File: config.mk
export PLATFORM = sky130hd
export DESIGN_NAME = rom_4x3
export DESIGN_NICKNAME = d
export VERILOG_FILES = /design/src/rtl/rom_4x3.sv
export SDC_FILE = /design/constraint.sdc
export NUM_CORES = 1
export LEC_CHECK = 0
export CORE_AREA = 2 2 39 41
export CTS_CLUSTER_SIZE = 14
export DETAILED_ROUTE_END_ITERATION = 12
export DIE_AREA = 0 0 41 43
export PLACE_DENSITY_LB_ADDON = 0.3
export SLEW_MARGIN = 20
export SYNTH_ARGS = -nofsm -noshare
export SYNTH_HDL_FRONTEND = slang
export SYNTH_SLANG_ARGS = --single-unit
File: constraint.sdc
create_clock -name clk -period 2.4 [get_ports clk]
set_clock_uncertainty 0.15 [all_clocks]
set_input_delay 0.48 -clock clk [delete_from_list [all_inputs] [get_ports clk]]
set_output_delay 0.48 -clock clk [all_outputs]
set_load 0.02 [all_outputs]
File: src/rtl/rom_4x3.sv
// rom_4x3: fixed-content 4-word x 3-bit lookup table.
// Synchronous read with one cycle of latency. The read word appears on
// D2 (MSB), D1 and D0 (LSB), and valid marks the cycle that follows an
// accepted read. The contents are fixed at elaboration through parameters.
module rom_4x3 #(
   parameter logic [2:0] WORD0 = 3'b101,
   parameter logic [2:0] WORD1 = 3'b011,
   parameter logic [2:0] WORD2 = 3'b110,
   parameter logic [2:0] WORD3 = 3'b001
) (
   input  logic       clk,
   input  logic       rst,
   input  logic       rd_en,
   input  logic [1:0] addr,
   output logic       D2,
   output logic       D1,
   output logic       D0,
   output logic       valid
);

   // Maps an address to its stored word. An unknown address falls back to
   // WORD0, so the decode never leaves a path that could infer a latch.
   function automatic logic [2:0] lookup(input logic [1:0] a);
      logic [2:0] w;
      case (a)
         2'd0:    w = WORD0;
         2'd1:    w = WORD1;
         2'd2:    w = WORD2;
         2'd3:    w = WORD3;
         default: w = WORD0;
      endcase
      return w;
   endfunction

   logic [2:0] word_p1;
   logic       vld_p1;

   // Stage p1: register the looked-up word and the read flag. Reset takes
   // priority over a read, and the data holds its value while idle.
   always_ff @(posedge clk) begin
      if (rst) begin
         word_p1 <= 3'b000;
         vld_p1  <= 1'b0;
      end else if (rd_en) begin
         word_p1 <= lookup(addr);
         vld_p1  <= 1'b1;
      end else begin
         vld_p1  <= 1'b0;
      end
   end

   assign D2    = word_p1[2];
   assign D1    = word_p1[1];
   assign D0    = word_p1[0];
   assign valid = vld_p1;

endmodule

==> reports/metrics.csv <==
metric;value;unit
status;finished, final reports clean;
synth_area_per_cell;10.1;µm²
cp.depth;1;
worst_slack;0.622;ns
ys_seq_elements;4;
fin_tns_setup;0;ns
synth_nets;25;
r2r_cells;2;
path_cells;clkdlybuf4s50_1;
post_cts_resized;0;
ys_seq_area_frac;0.467;
hold_buffers;0;
synth_warnings;0;
critPathBufInv;1;
power_leakage;0.129;nW
wire_per_inst;6.95;µm
yosysTopAreaCellShare;0.467;
gp_congestion;0.554;
rr_endpoint;word_p1[2]$_SDFFE_PP0P_;
core_area;1380;µm²
cap_viol_max_count;0;
drt_pre_antenna_iters;3;
swShare;0.226;
via_count;137;
timing.final.crit_share;0.741;
slew-limit-headroom;0.854;
ir_worst_vdd;0.142;mV
die_area;1760;µm²
cts_tree;done;
dieWidth;41;µm
min_path_type;reg -> reg;
r2r_slack;1.62;ns
syn_area;171;µm²
fin_nets;38;
cp_top_family;buffers and inverters;
p_int;0.145;mW
synth-compound-area-share;0.0876;
synthArstFlopShare;0;
fmax;0.562;GHz
synth_cell_type_count;7;
area_growth;71.5;%
synthTopCellsByCount;dfxtp_1, nor2_1, ha_1;
cts_buffer_depth;2;
whs;0.330;ns
place_ws;0.648;ns
port-buffer-count;8;
ios;9;
setup.worst_path.end;D1;
synth_area_leaders;dfxtp_1, ha_1, a211oi_1;
r2r_start;word_p1[2]$_SDFFE_PP0P_;
crit_type;reg -> out;
critPathLaunch;word_p1[1]$_SDFFE_PP0P_;
worstPathArrival;1.15;ns
yosysTopAreaCell;dfxtp_1;
drtIter0Drc;4;
p_seq_frac;0.391;
start_util;0.124;
postCtsSetupBuffers;0;
synth-main-ff-cell;dfxtp_1;
utilization;0.212;
clkTransAtPathRegs;0.04;ns
synth_top_family_by_area;adder cells;
routed_wl;306;µm
ant_nets;0;
rows;14;
required;1.77;ns
p_comb_frac;0.175;
antenna_found_initial;0;
cts_max_level;1;
cts_root_buffer;clkbuf_4;
power.density;639;nW/µm²
clk_latency;0.23;ns
rsz0062_at_grt;false;
worstSetupEndpointType;output port;
setup_violations;0;
synth_edf_count;0;
track_usage;0.0431;
cts_sinks;4;
synthAdderAreaFrac;0.219;
period_needed;1.78;ns
n_antenna_cell;0;
crit_path_max_incr_delay;0.60;ns
worstMarginPinSlew;0.219;ns
grt_overflow;0;
grt_max_degree;7;
multi_input_area;83.8;µm²
crit_path_max_fanout;2;
cpMaxStageDelayCell;clkdlybuf4s50_1;
fillers;147;
post_synth_and_or_nand_nor_area_fraction;0.124;
cts-buffers-inserted;3;
vias_per_cell;3.11;
synth-xor-area-share;0;
fp.dieH;43;µm
synth_cells;17;
final-hold-violation-count;0;
grt_pass1_wl;441;µm
critPathLaunchType;flip-flop;
slew_violations;0;
dp_hpwl;232;µm
drive_gt1_frac;0.107;
drcViolationCount;0;
grt_pass1_vias;119;
muxShareOfSynthArea;0.0584;
seqCellArea;80.1;µm²
clockPowerShare;0.434;
p_switching;0.0425;mW
==> worst min-delay path by stage <==
stage	startpoint	endpoint	slack, ns	cells after the start
2_1_floorplan	word_p1[0]$_SDFFE_PP0P_	word_p1[0]$_SDFFE_PP0P_	0.40	2
3_3_place_gp	word_p1[0]$_SDFFE_PP0P_	word_p1[0]$_SDFFE_PP0P_	0.32	2
3_5_place_dp	word_p1[0]$_SDFFE_PP0P_	word_p1[0]$_SDFFE_PP0P_	0.33	2
4_1_cts	word_p1[0]$_SDFFE_PP0P_	word_p1[0]$_SDFFE_PP0P_	0.33	2
5_1_grt	word_p1[0]$_SDFFE_PP0P_	word_p1[0]$_SDFFE_PP0P_	0.36	2
6_report	word_p1[0]$_SDFFE_PP0P_	word_p1[0]$_SDFFE_PP0P_	0.33	2
==> worst reg2reg max path, stage by stage, from the launching register on <==
cell,delay (ns)
dfxtp_1,0.32
nor2_1,0.04
a211oi_1,0.19
==> layout by cell type (no fill, tap or decap) <==
cell             Yosys  final
clkdlybuf4s50_1      0      8
nor2_1               4      4
dfxtp_1              4      4
ha_1                 3      3
clkbuf_4             0      3
inv_1                2      2
a211oi_1             2      2
mux2i_1              1      1
nor2b_1              1      1
==> through the flow <==
| step | std cells | instance area [µm²] | power (mW) |
|---|---|---|---|
| floorplan | 17 | 171 | 0.0885 |
| global placement | 41 | 272 | 0.107 |
| detailed placement | 41 | 272 | 0.108 |
| CTS | 44 | 294 | 0.194 |
| global route | 44 | 294 | 0.197 |
| finish | 44 | 294 | 0.188 |
==> flip-flops by register name (all words and copies together), names as in the netlist <==
| name | count |
|---|---|
| word_p1 | 3 |
| valid | 1 |
==> layer usage <==
| metal | global-route usage | up-vias | wire, µm |
|---|---|---|---|
| met5 | 0 | - | 0 |
| met4 | 0.0800 | 0 | 0 |
| met3 | 0.0157 | 0 | 49 |
| met2 | 0.0344 | 8 | 110 |
| met1 | 0.0545 | 52 | 146 |
| li1 | - | 77 | - |
==> logic make-up after synthesis <==
group | Yosys count
AND/OR/NAND/NOR | 5
flip-flops | 4
buffers and inverters | 2
AO/OA/AOI/OAI | 2
adder cells (fa/ha/maj) | 3
multiplexers | 1
==> power by group through the flow <==
stage                     Clock, mW  Combinational [mW]  Sequential, mW
after global routing         0.0866              0.0367          0.0740
after CTS                    0.0870              0.0332          0.0735
after detailed placement          0              0.0330          0.0746
final                        0.0815              0.0329          0.0735
after global placement            0              0.0330          0.0745
after floorplan                   0             0.00810          0.0804
==> area by class of cell <==
| class | instances | area share |
|---|---|---|
| multi-input cells | 11 | 0.285 |
| flip-flops and latches | 4 | 0.272 |
| repair buffers | 8 | 0.272 |
| clock buffers | 3 | 0.0766 |
| well taps | 16 | 0.0681 |
| inverters | 2 | 0.0255 |
(Power assumes the default switching activity.)
